==> src/rtl/cordic_nco_sequencer.sv <==
// cordic_nco_sequencer
//   Phase-accumulator front end for a serial CORDIC cos/sin core. Issues one
//   start pulse per sample carrying (accumulator + offset). It then waits for
//   the core's ready and captures cos/sin into a first-word-fall-through
//   output FIFO.
//
// Ports
//   clk        rising-edge clock
//   resetN     synchronous active-low reset
//   en         enable issuing new samples
//   freq       phase increment per sample (modulo 2^PHI_WIDTH)
//   phaseOfs   phase offset added to the accumulator when issuing
//   phaseClr   synchronous accumulator clear
//   cordicSt   one-cycle start pulse to the CORDIC (registered)
//   cordicPhi  angle to the CORDIC (registered, held until next issue)
//   cordicRdy  CORDIC ready; results valid while high
//   cordicCos  CORDIC cosine result
//   cordicSin  CORDIC sine result
//   outValid   FIFO non-empty
//   outReady   consumer accepts the head entry
//   outCos     FIFO head cosine (signed)
//   outSin     FIFO head sine (signed)
//   err        sticky timeout flag, cleared only by reset
module cordic_nco_sequencer #(
  parameter int unsigned PHI_WIDTH  = 16,
  parameter int unsigned FIFO_DEPTH = 4,
  parameter int unsigned TIMEOUT    = 64
) (
  input  logic                 clk,
  input  logic                 resetN,
  input  logic                 en,
  input  logic [PHI_WIDTH-1:0] freq,
  input  logic [PHI_WIDTH-1:0] phaseOfs,
  input  logic                 phaseClr,
  output logic                 cordicSt,
  output logic [PHI_WIDTH-1:0] cordicPhi,
  input  logic                 cordicRdy,
  input  logic [PHI_WIDTH-1:0] cordicCos,
  input  logic [PHI_WIDTH-1:0] cordicSin,
  output logic                 outValid,
  input  logic                 outReady,
  output logic [PHI_WIDTH-1:0] outCos,
  output logic [PHI_WIDTH-1:0] outSin,
  output logic                 err
);

  localparam int unsigned AW = $clog2(FIFO_DEPTH);
  localparam int unsigned TW = $clog2(TIMEOUT);
  localparam logic [AW:0]   DEPTH_C = (AW+1)'(FIFO_DEPTH);
  localparam logic [TW-1:0] TMAX    = TW'(TIMEOUT - 1);

  localparam logic [1:0] S_IDLE  = 2'd0;
  localparam logic [1:0] S_ISSUE = 2'd1;
  localparam logic [1:0] S_WAIT  = 2'd2;

  logic [1:0]           state;
  logic [PHI_WIDTH-1:0] acc;
  logic [PHI_WIDTH-1:0] base;
  logic [TW-1:0]        tcnt;

  logic [PHI_WIDTH-1:0] mem_cos [FIFO_DEPTH];
  logic [PHI_WIDTH-1:0] mem_sin [FIFO_DEPTH];
  logic [AW-1:0]        wr_ptr;
  logic [AW-1:0]        rd_ptr;
  logic [AW:0]          count;

  logic issue;
  logic push;
  logic pop;

  // Issuing requires a free FIFO slot; with only one transaction in flight
  // this guarantees the eventual push can never overflow.
  always_comb begin
    base  = phaseClr ? '0 : acc;
    issue = (state == S_IDLE) && en && cordicRdy && (count < DEPTH_C);
    push  = (state == S_WAIT) && cordicRdy;
    pop   = outValid && outReady;
  end

  assign outValid = (count != '0);
  assign outCos   = mem_cos[rd_ptr];
  assign outSin   = mem_sin[rd_ptr];

  always_ff @(posedge clk) begin
    if (!resetN) begin
      state     <= S_IDLE;
      acc       <= '0;
      cordicSt  <= 1'b0;
      cordicPhi <= '0;
      tcnt      <= '0;
      err       <= 1'b0;
    end else begin
      // phaseClr acts in every state; an issue overrides with base+freq.
      acc <= base;
      case (state)
        S_IDLE: begin
          if (issue) begin
            state     <= S_ISSUE;
            cordicSt  <= 1'b1;
            cordicPhi <= base + phaseOfs;
            acc       <= base + freq;
          end
        end
        S_ISSUE: begin
          cordicSt <= 1'b0;
          tcnt     <= '0;
          state    <= S_WAIT;
        end
        S_WAIT: begin
          if (cordicRdy) begin
            state <= S_IDLE;
          end else if (tcnt == TMAX) begin
            err   <= 1'b1;
            state <= S_IDLE;
          end else begin
            tcnt <= tcnt + 1'b1;
          end
        end
        default: state <= S_IDLE;
      endcase
    end
  end

  always_ff @(posedge clk) begin
    if (!resetN) begin
      wr_ptr <= '0;
      rd_ptr <= '0;
      count  <= '0;
      for (int unsigned i = 0; i < FIFO_DEPTH; i++) begin
        mem_cos[AW'(i)] <= '0;
        mem_sin[AW'(i)] <= '0;
      end
    end else begin
      if (push) begin
        mem_cos[wr_ptr] <= cordicCos;
        mem_sin[wr_ptr] <= cordicSin;
        wr_ptr          <= wr_ptr + 1'b1;
      end
      if (pop) begin
        rd_ptr <= rd_ptr + 1'b1;
      end
      case ({push, pop})
        2'b10:   count <= count + 1'b1;
        2'b01:   count <= count - 1'b1;
        default: count <= count;
      endcase
    end
  end

endmodule

==> config.mk <==
export PLATFORM = sky130hd
export DESIGN_NAME = cordic_nco_sequencer
export DESIGN_NICKNAME = d
export VERILOG_FILES = /design/src/rtl/cordic_nco_sequencer.sv
export SDC_FILE = /design/constraint.sdc
export NUM_CORES = 1
export LEC_CHECK = 0
export BUFFER_PORTS_ARGS = -buffer_cell sky130_fd_sc_hd__buf_2
export CAP_MARGIN = 20
export CORE_MARGIN = 2
export CORE_UTILIZATION = 39
export DETAILED_ROUTE_END_ITERATION = 8
export PLACE_DENSITY = 0.6
export SYNTH_ARGS = -nofsm -noshare
export SYNTH_HDL_FRONTEND = slang
export SYNTH_SLANG_ARGS = --single-unit
==> constraint.sdc <==
create_clock -name clk -period 4.6 [get_ports clk]
set_input_delay 0 -clock clk [delete_from_list [all_inputs] [get_ports clk]]
set_output_delay 0 -clock clk [all_outputs]
set_load 0.05 [all_outputs]
Word level (Yosys, flattened, before mapping)
Memories as Yosys holds them, arrays and structs flattened. A register that Yosys moved wholly into a read port is not among the register bits.
Index checks and enable logic that the tools add are counted.
{"block": "word_totals", "regBits": 49, "mem_bits_rw": 128, "input_bits": 70, "output_inout_bits": 51, "word_cells": 73, "mem_count": 2}
{"name": "mem_cos", "depth": 4, "word_bits": 16, "rd": 1, "rd_clocked_by_memory_dff": 1, "wr": 4, "line": "61", "rtl": "logic [PHI_WIDTH-1:0] mem_cos [FIFO_DEPTH];"}
{"name": "mem_sin", "depth": 4, "word_bits": 16, "rd": 1, "rd_clocked_by_memory_dff": 1, "wr": 4, "line": "62", "rtl": "logic [PHI_WIDTH-1:0] mem_sin [FIFO_DEPTH];"}
{"block": "op_classes", "add_sub_neg": 7, "order_cmp": 1, "n_eq_ne": 9, "n_mux": 27, "bitwise_logic": 1, "n_reduce_logical": 17}
{"operator": "two-way mux 16 bit", "n": 5}
{"operator": "adder 16 bit", "n": 2}
{"operator": "OR reduction 16 bit", "n": 2}
{"operator": "two-way mux 2 bit", "n": 9}
{"operator": "two-way mux 6 bit", "n": 2}
{"operator": "one-hot mux 6 bit (2 select lines)", "n": 1}
{"operator": "two-way mux 1 bit", "n": 7}
{"operator": "adder 6 x 1 -> 6 bit, second input constant", "n": 1}
{"operator": "== test 6 bit, second input constant", "n": 1}
{"operator": "!= test 2 bit, second input constant", "n": 3}
{"operator": "one-hot mux 2 bit (3 select lines)", "n": 1}
{"operator": "one-hot mux 3 bit (2 select lines)", "n": 1}
{"operator": "AND reduction 2 bit", "n": 3}
{"operator": "AND reduction 3 bit", "n": 2}
{"operator": "nonzero test 2 bit", "n": 3}
{"operator": "logical AND 1 bit", "n": 5}
{"operator": "adder 2 x 1 -> 2 bit, second input constant", "n": 2}
{"operator": "== test 2 x 1 -> 1 bit, second input constant", "n": 2}
{"operator": "== test 2 bit, second input constant", "n": 2}
{"operator": "adder 3 x 1 -> 3 bit, second input constant", "n": 1}
{"operator": "< comparator 3 bit, second input constant", "n": 1}
{"operator": "!= test 3 x 2 -> 1 bit, second input constant", "n": 1}
{"operator": "nonzero test 3 bit", "n": 1}
{"operator": "subtractor 3 x 1 -> 3 bit, second input constant", "n": 1}
{"operator": "other kinds (3)", "n": 3}

Longest topological paths before layout
Gate-level depths: netlist (run 1).
{"block": "depth", "word_depth": 7, "depth_mapped": 18, "depth_no_buf": 12}

Worst setup path before layout (run 1)
OpenSTA, ideal clock, no wires.
{"block": "synth_timing", "kind": "register to register", "from": "register state[1]", "to": "memory mem_cos[0][0], enable pin", "arrival_time_ns": 3.301, "required_time_ns": 4.134, "path_slack_ns": 0.833, "path_stages_with_launch": 6, "cell_sequence": "dfxtp_1 clkbuf_1 nand2b_1 nor2_1 inv_1 o21ai_0"}
{"item": "start: declaration", "line": "56", "rtl": "logic [1:0] state;"}
{"item": "start signal: assignment", "line": "86", "rtl": "state <= S_IDLE;"}
{"item": "start signal: assignment", "line": "98", "rtl": "state <= S_ISSUE;"}
{"item": "start signal: assignment", "line": "107", "rtl": "state <= S_WAIT;"}
{"item": "end: declaration", "line": "61"}

Worst setup path after layout (run 1)
{"block": "layout_timing", "from": "register acc[1]", "to": "register cordicPhi[14]"}
{"block": "layout_between", "elab_chain_cells": 2}
{"item": "start: declaration", "line": "57", "rtl": "logic [PHI_WIDTH-1:0] acc;"}
{"item": "start signal: assignment", "line": "94", "rtl": "acc <= base;"}
{"item": "start signal: assignment", "line": "101", "rtl": "acc <= base + freq;"}
{"item": "two-way mux 16 bit", "line": "74", "rtl": "base = phaseClr ? '0 : acc;"}
{"item": "adder 16 bit", "line": "100", "rtl": "cordicPhi <= base + phaseOfs;"}
{"item": "end signal: assignment", "line": "100"}
{"item": "end: declaration", "line": "36", "rtl": "output logic [PHI_WIDTH-1:0] cordicPhi,"}
No other way between the ends.
A chain may end at the register's enable or synchronous reset.

==> results.ini, run 1 <==
[timing]
setup_ws_ns = 1.697
timing.fmax_mhz = 344.5
worstMarginPinSlew_ns = 0.9581
slew_headroom_pct = 35.65
finalSetupViolCount = 0
fin_hold_ws_ns = 0.04687
tns_ns = 0
drv_slew = 0
finalHoldViolCount = 0
min_period_over_period_pct = 63.11
fin_crit_ns = 2.903
grt_setup_unrepaired = false
fin_skew_ns = 0.01797

[final_layout]
area_growth_pct = 18.29
fin_area_um2 = 11770
final_nets = 1175
finalNonFillerCells = 1435
diodes = 0
drive_gt1_share_pct = 20.27
n_fill_cell = 2396
register_area_um2 = 4866
multiInputGateArea_um2 = 4557

[route]
num_vias = 7646
wirelength_um = 24740
avgViaCountPerCell = 5.328
drt-initial-drc-count = 623
drtPass1Iterations = 5
wl_per_cell_um = 17.24
drt.antenna.violating_nets = 0
drc = 0

[pwr]
power_frac_seq_pct = 46.9
powerDensity_nw_per_um2 = 330.8
p_int_uw = 2730
p_leak_uw = 0.004571
pwr-share-comb_pct = 13.7
clkPwrFrac_pct = 39.3
swShare_pct = 29.90
peakVddDrop_mv = 0.2054
power.switching_uw = 1164

[floorplanning]
fp.dieW_um = 163.7
core_area_um2 = 25110
ios = 121
start_util_pct = 39.64
row_count = 58
die_y_um = 163.7
die-area_um2 = 26810

[synthesis]
ys_types = 79
synth_area_leader_cell = edfxtp_1
ys_top_cells_by_area = edfxtp_1 39%, dfxtp_1 10%, mux4_2 7.2%
ys_async_sr_fraction_pct = 0
synth.top_cell.area_share_pct = 38.62
ys_warn_count = 0
synthesis.nets = 1062
ys_ff_latch = 179
synth_edf_count = 128
syn-cell-area_um2 = 9952
ys.flop_type = edfxtp_1
ys_seq_area_share_pct = 48.88
netlist_instances = 979
avgSynthCellArea_um2 = 10.17

[global_route]
use_met1_pct = 24.80
track_usage_pct = 18.66
grt_pass1_vias = 7426
grt_pass1_wl_um = 38750
grtUsageMet3_pct = 3.182
grt_max_degree = 41
grt_antenna_before_repair = 0
busiest_layer = met2
grt_use_met2_pct = 31.25
overflow = 0

[clock_network]
worstSkewPairLatency_ns = 0.45
cts.sinks = 179
hold_buffers = 38
cts_setup_buffers = 0
cts_root_buf = clkbuf_16
clk_pin_slew_worst_paths_ns = 0.08
max-clock-path-buffers = 2
cts_tree = yes
htreeDepth = 4
ctsResizeCount = 0
cts_inserted_buffers = 17

[placed_design]
place_inst = 1365
place_area_um2 = 10750
dp_hpwl_um = 15700
port_buffers = 120
dp_slack_ns = 1.585
gp_congestion = 0.8576

[critical_path]
ff2ff_path_depth = 12
path_max_fanout = 7
cp.arrival_ns = 3.24
r2r-end = cordicPhi[14]
endpoint_kind = register
rr_startpoint = acc[1]
rrSetupSlack_ns = 1.70
start_kind = register
crit_required_ns = 4.93
critPathKind = register to register

[hold_path]
min_path_cells = 4
hold_start = outReady
hold_class = input port to register
holdPathEnd = rd_ptr[0]

[flow_run]
drv_cap = 0

[status]
status = finished clean

worst max-delay path, cell delays in order, from the launching register on:
cell and delay [ns]:
dfxtp_1 0.45, and2b_1 0.27, xor2_1 0.17, ha_1 0.23, a21oi_1 0.07, o311a_1 0.33
a21oi_4 0.19, nand3_2 0.18, a21boi_1 0.22, o211a_1 0.18, a211o_1 0.13, mux2i_1 0.07
a311o_1 0.31
routing by layer:
metal	wire length, um	vias up
li1	-	3749
met1	11300	3681
met2	11880	191
met3	1165	25
met4	395	0
met5	0	-
cells in the final DEF, fill, tap and decap left out, types with 10 or more instances in the layout:
master,n
xor2_1,31
o21ai_0,28
o22ai_1,10
buf_4,12
nor2_1,153
nand3_1,31
nand2_1,79
clkbuf_16,17
xnor2_1,27
dfxtp_1,50
ha_1,12
mux4_2,32
nor2b_1,13
a31oi_1,29
a21oi_1,47
dlygate4sd3_1,38
nor4bb_1,12
inv_1,57
edfxtp_1,128
buf_2,120
cell type report:
class,instances,area share (%)
inverters,60,1.913
clock inverters,15,1.828
multi-input cells,664,38.71
repair buffers,170,9.098
clock buffers,17,3.614
flip-flops and latches,179,41.33
well taps,330,3.507
cell usage after synthesis, types with 10 or more instances:
cell type and number:
xnor2_1 27, xor2_1 31, clkbuf_1 43, nand3_1 31, o22ai_1 10, mux4_2 32, nor2b_1 13, nor2_1 154
edfxtp_1 128, dfxtp_1 51, inv_1 57, o21ai_0 31, nand2_1 79, ha_1 12, buf_1 13, a31oi_1 29
a21oi_1 47, nor4bb_1 12
sequential cells by signal, summed over array words and instances (netlist names), named ones only:
| name | cells |
|---|---|
| tcnt | 6 |
| rd_ptr | 2 |
| acc | 16 |
| cordicPhi | 16 |
| wr_ptr | 2 |
| mem_cos | 64 |
| mem_sin | 64 |
| count | 3 |
| err | 1 |
| state | 2 |
| cordicSt | 1 |
metrics by stage:
stage / power, uW / utilization [%]
finish: 3894 / 46.89
global route: 4035 / 46.89
floorplan: 2232 / -
global placement: 2371 / 42.82
detailed placement: 2375 / 42.82
CTS: 3938 / 46.89
kinds of logic after synthesis:
logic type / share of synthesized area [%]
buf+inv: 5.783
mux: 7.644
fa+ha+maj: 2.439
simple gates: 16.33
xor+xnor: 5.104
compound gates: 13.82
flops: 48.88
how the worst max path moves through the flow:
stage	from	to	slack (ns)	cells after the start
floorplan	state[1]	mem_cos[0][0]	0.83	5
global placement	phaseClr	acc[10]	1.60	13
detailed placement	phaseClr	acc[10]	1.59	13
CTS	acc[1]	cordicPhi[14]	1.73	12
global route	acc[1]	cordicPhi[14]	1.44	12
finish	acc[1]	cordicPhi[14]	1.70	12
power groups by stage:
stage          sequential (uW)  clock (uW)  combinational [uW]
6_report                  1830        1530                 535
5_1_grt                   1840        1620                 576
4_1_cts                   1830        1570                 537
3_5_place_dp              1870           0                 510
3_3_place_gp              1860           0                 508
2_1_floorplan             1880           0                 356
No activity file was read; power rests on OpenSTA's default activity.
==> run 2, diff against run 1 <==
PLACE_DENSITY = 0.62   (was 0.6)
clock period = 2.4 ns   (was 4.6 ns; I/O delays follow)
==> results.ini, run 2 (synthesis results as in run 1) <==
[clock_network]
htreeDepth = 4
cts_root_buf = clkbuf_16
cts_tree = yes
cts_inserted_buffers = 17
clk_pin_slew_worst_paths_ns = 0.09
worstSkewPairLatency_ns = 0.44
cts.sinks = 179
max-clock-path-buffers = 2

[timing]
drv_slew = 0
timing.fmax_mhz = 381.8
setup_ws_ns = -0.2195
grt_setup_unrepaired = true
finalSetupViolCount = 11
tns_ns = -1.001
min_period_over_period_pct = 109.1
fin_skew_ns = 0.01971
fin_crit_ns = 2.619
worstMarginPinSlew_ns = 0.7415
finalHoldViolCount = 0
slew_headroom_pct = 49.87

[pwr]
peakVddDrop_mv = 0.3551
powerDensity_nw_per_um2 = 589.9
p_leak_uw = 0.005028

[placed_design]
gp_congestion = 0.8491
dp_hpwl_um = 17420
place_area_um2 = 11550
port_buffers = 120
place_inst = 1438

[hold_path]
min_path_cells = 4
hold_start = outReady
hold_class = input port to register
holdPathEnd = rd_ptr[0]

[critical_path]
r2r-end = acc[10]
cp.arrival_ns = 2.94
endpoint_kind = register
start_kind = register
path_max_fanout = 4
critPathKind = register to register
crit_required_ns = 2.72
ff2ff_path_depth = 12
rrSetupSlack_ns = -0.22
rr_startpoint = acc[1]

[flow_run]
drv_cap = 0

[floorplanning]
row_count = 58
start_util_pct = 39.64
core_area_um2 = 25110
ios = 121
fp.dieW_um = 163.7
die_y_um = 163.7
die-area_um2 = 26810

[final_layout]
finalNonFillerCells = 1512
area_growth_pct = 28.90
drive_gt1_share_pct = 30.14
fin_area_um2 = 12830
final_nets = 1251
multiInputGateArea_um2 = 4941
register_area_um2 = 4875
layout_common_cells = 153 x nor2_1, 128 x edfxtp_1, 120 x buf_2
largest_registers = mem_cos (64), mem_sin (64)
n_fill_cell = 2300
final_common_cell = nor2_1

[route]
drt-initial-drc-count = 529
wirelength_um = 26620
drc = 0
num_vias = 8079
avgViaCountPerCell = 5.343
drt.antenna.violating_nets = 0
drtPass1Iterations = 5
wl_per_cell_um = 17.61

[global_route]
track_usage_pct = 19.91
grt_antenna_before_repair = 1
grt_pass1_wl_um = 41190
overflow = 0
grt_pass1_vias = 7849
grt_max_degree = 41

[status]
status = finished, violations left
violations = setup timing

run 2: worst max path at each step:
stage / from / endpoint / slack [ns]
after floorplan: state[1] / mem_cos[0][0] / -0.51
after global placement: acc[1] / acc[10] / -0.25
after detailed placement: acc[1] / acc[10] / -0.32
after CTS: acc[1] / acc[10] / -0.22
after global routing: acc[1] / acc[10] / -0.35
final: acc[1] / acc[10] / -0.22
run 2: stage by stage:
stage          total power [uW]  worst slack (ns)  utilization (%)  hold slack (ns)
5_1_grt                    7853           -0.3471            51.09          0.06663
3_5_place_dp               4658           -0.3189            45.99           0.3232
4_1_cts                    7619           -0.2151            50.58          0.01643
6_report                   7568           -0.2195            51.09          0.03344
3_3_place_gp               4649           -0.2506            45.99           0.3249
2_1_floorplan              4298           -0.5056                -           0.2213
run 2: area by class of cell:
cell class / instances / area share, %
antenna: 1 / 0.01951
clock buffer: 17 / 3.316
clock inverter: 15 / 1.531
inverter: 60 / 1.756
multi-input combinational: 664 / 38.52
sequential: 179 / 38.00
tap: 330 / 3.219
timing repair buffer: 246 / 13.64
run 2: worst max-delay path: stages, from the launching register on:
cell and delay (ns):
dfxtp_2 0.32, and2b_2 0.23, xor2_2 0.17, ha_4 0.17
a21o_1 0.18, a22oi_2 0.20, a211oi_4 0.12, a32oi_4 0.22
nor2_2 0.05, maj3_2 0.30, o21a_1 0.20, o311ai_2 0.23
o41ai_2 0.11
run 2: metal layers:
| metal | routed length, um | part of all wire, % | vias to the layer above | track usage [%] |
|---|---|---|---|---|
| li1 | - | - | 3899 | - |
| met1 | 11700 | 44 | 3928 | 26.47 |
| met2 | 13310 | 50 | 230 | 33.86 |
| met3 | 1292 | 4.9 | 22 | 3.081 |
| met4 | 323 | 1.2 | 0 | 5.502 |
| met5 | 0 | 0 | - | 0 |
run 2: what timing repair did:
action / CTS / global route
cloned: 0 / 0
gates resized for setup: 22 / 30
endpoints found under the setup margin: 15 / 20
hold buffers: 39 / 0
pin swaps: 24 / 29
endpoints found under the hold margin: 134 / 0
buffers inserted: 4 / 2
run 2: where the power goes:
group	switching (uW)	leakage (uW)	internal, uW
Combinational	754	0.00299	450
Sequential	54.2	0.00174	3420
Clock	1450	0.000300	1440
Total	2260	0.00503	5310
==> run 3, diff against run 2 <==
ABC_AREA = 1   (was default)
CORE_UTILIZATION = 53   (was 39)
PLACE_DENSITY = 0.8   (was 0.62)
==> results.ini, run 3 <==
[critical_path]
rrSetupSlack_ns = 0.28
cp.arrival_ns = 2.41
crit_required_ns = 2.69
start_kind = register
path_max_fanout = 17
critPathKind = register to register
endpoint_kind = register

[route]
drtPass1Iterations = 5
avgViaCountPerCell = 5.226
num_vias = 8430
wirelength_um = 23640
drt-initial-drc-count = 557
drt.antenna.violating_nets = 0
drc = 0
wl_per_cell_um = 14.66

[timing]
worstMarginPinSlew_ns = 0.8275
fin_hold_ws_ns = 0.02767
min_period_over_period_pct = 88.45
timing.fmax_mhz = 471.1
fin_crit_ns = 2.123
tns_ns = 0
grt_setup_unrepaired = false
finalHoldViolCount = 0
fin_skew_ns = 0.009835
finalSetupViolCount = 0
slew_headroom_pct = 44.77
drv_slew = 0

[synthesis]
yosysMostFrequentCell = nor2_1
ys.flop_type = edfxtp_1
netlist_instances = 1219
ys_ff_latch = 179
synthTopCellsByCount = 240 x nor2_1, 225 x nand2_1, 188 x inv_1, 128 x edfxtp_1, 90 x o21ai_0
synth_edf_count = 128
ys_seq_area_share_pct = 50.66
avgSynthCellArea_um2 = 7.877
ys_warn_count = 0
synth.top_cell.area_share_pct = 40.03
ys_top_cells_by_area = edfxtp_1 40%, dfxtp_1 11%, nor2_1 9.4%
ys_types = 38
ys_async_sr_fraction_pct = 0
synthesis.nets = 1302
syn-cell-area_um2 = 9602
synth_area_leader_cell = edfxtp_1

[global_route]
grt_pass1_vias = 8091
track_usage_pct = 24.79
overflow = 0
grt_pass1_wl_um = 38230
grt_max_degree = 43
grt_antenna_before_repair = 0

[final_layout]
register_area_um2 = 4866
n_fill_cell = 1447
multiInputGateArea_um2 = 3795
final_common_cell = nor2_1
layout_common_cells = 240 x nor2_1, 225 x nand2_1, 188 x inv_1
drive_gt1_share_pct = 17.27
final_util_pct = 64.25
area_growth_pct = 19.39
fin_area_um2 = 11460
largest_registers = mem_cos (64), mem_sin (64)
diodes = 0
final_nets = 1454

[clock_network]
cts_tree = yes
clk_pin_slew_worst_paths_ns = 0.07
cts.sinks = 179
max-clock-path-buffers = 2
worstSkewPairLatency_ns = 0.44
cts_root_buf = clkbuf_16
htreeDepth = 4
cts_inserted_buffers = 17

[flow_run]
drv_cap = 0

[placed_design]
gp_congestion = 0.9145
dp_hpwl_um = 15440
port_buffers = 120
place_area_um2 = 10500

[floorplanning]
start_util_pct = 53.82
ios = 121
core_area_um2 = 17840
die-area_um2 = 19210
fp.dieW_um = 138.6
die_y_um = 138.6
row_count = 49

[pwr]
peakVddDrop_mv = 0.5709
power.switching_uw = 2129
pwr-share-comb_pct = 15.1
power_frac_seq_pct = 47.3
swShare_pct = 28.93
p_leak_uw = 0.005472
p_int_uw = 5229
powerDensity_nw_per_um2 = 641.8
clkPwrFrac_pct = 37.6

[hold_path]
hold_class = input port to register

[status]
status = finished clean

-- run 3: changes by cell type in the layout (fill, tap and decap cells not counted), moves of 20 or more --
cell / delta
a31oi_1: -25
buf_4: -57
inv_1: +131
mux4_2: -32
nand2_1: +146
nand2_2: +20
nand3_1: +25
nor2_1: +87
o21ai_0: +63
o22ai_1: +25
xnor2_1: -23
xor2_1: -25
-- run 3: worst paths after layout --
| kind | from | endpoint | depth (start not counted) |
|---|---|---|---|
| worst min-delay path | phaseOfs[15] | cordicPhi[15] | 5 |
| worst max-delay path | state[0] | mem_sin[2][0] | 10 |
| worst max register to register | state[0] | mem_sin[2][0] | 10 |
| worst min register to register | tcnt[1] | tcnt[1] | 2 |
-- run 3: worst max-delay path, stage by stage, from the launching register on --
cell     delay [ns]
dfxtp_1        0.31
inv_1          0.07
nand2_1        0.09
nor2_1         0.17
inv_1          0.13
nor2_1         0.27
inv_1          0.34
buf_12         0.27
nor2_1         0.15
inv_1          0.07
nor2_1         0.10
-- run 3: repair_timing --
action | in CTS | in global routing
endpoints found under the setup margin | 0 | 0
hold buffers | 37 | 0
gates resized for setup | 0 | 0
endpoints found under the hold margin | 75 | 0
setup buffers | 0 | 0
-- run 3: layout make-up --
type	instances	share of cell area (%)
flip-flops and latches	179	42.45
multi-input cells	793	33.10
repair buffers	178	10.17
inverters	202	6.636
clock buffers	17	3.711
well taps	229	2.499
clock inverters	15	1.430
-- run 3: layer usage --
metal / share of wire, % / vias to the layer above / GRT usage, % / wire length, um
li1: - / 4219 / - / -
met1: 44 / 3902 / 32.43 / 10310
met2: 48 / 263 / 41.64 / 11270
met3: 6.2 / 46 / 3.660 / 1462
met4: 2.5 / 0 / 10.20 / 602
met5: 0 / - / 0 / 0
-- run 3: per-stage QoR --
| step | std cells | power (uW) | worst slack (ns) |
|---|---|---|---|
| detailed placement | 1544 | 4598 | 0.3700 |
| floorplan | 1219 | 4294 | 0.1821 |
| finish | 1613 | 7358 | 0.2773 |
| CTS | 1613 | 7379 | 0.3368 |
| global placement | 1544 | 4583 | 0.5051 |
| global route | 1613 | 7619 | 0.1280 |
-- run 3: cells by family after synthesis --
logic type | Yosys count | synth area share (%)
xor gates and xnor gates | 7 | 0.6385
adders and majority gates | 13 | 1.772
buffers and inverters | 247 | 10.01
and+or+nand+nor | 587 | 26.23
AOI/OAI and AO/OA | 186 | 10.69
DFF | 179 | 50.66
-- run 3: power by group through the flow --
stage,logic (uW),registers [uW],clock network [uW]
6_report,1110,3480,2770
5_1_grt,1210,3490,2920
4_1_cts,1100,3480,2800
3_5_place_dp,1050,3550,0
3_3_place_gp,1040,3540,0
2_1_floorplan,678,3620,0
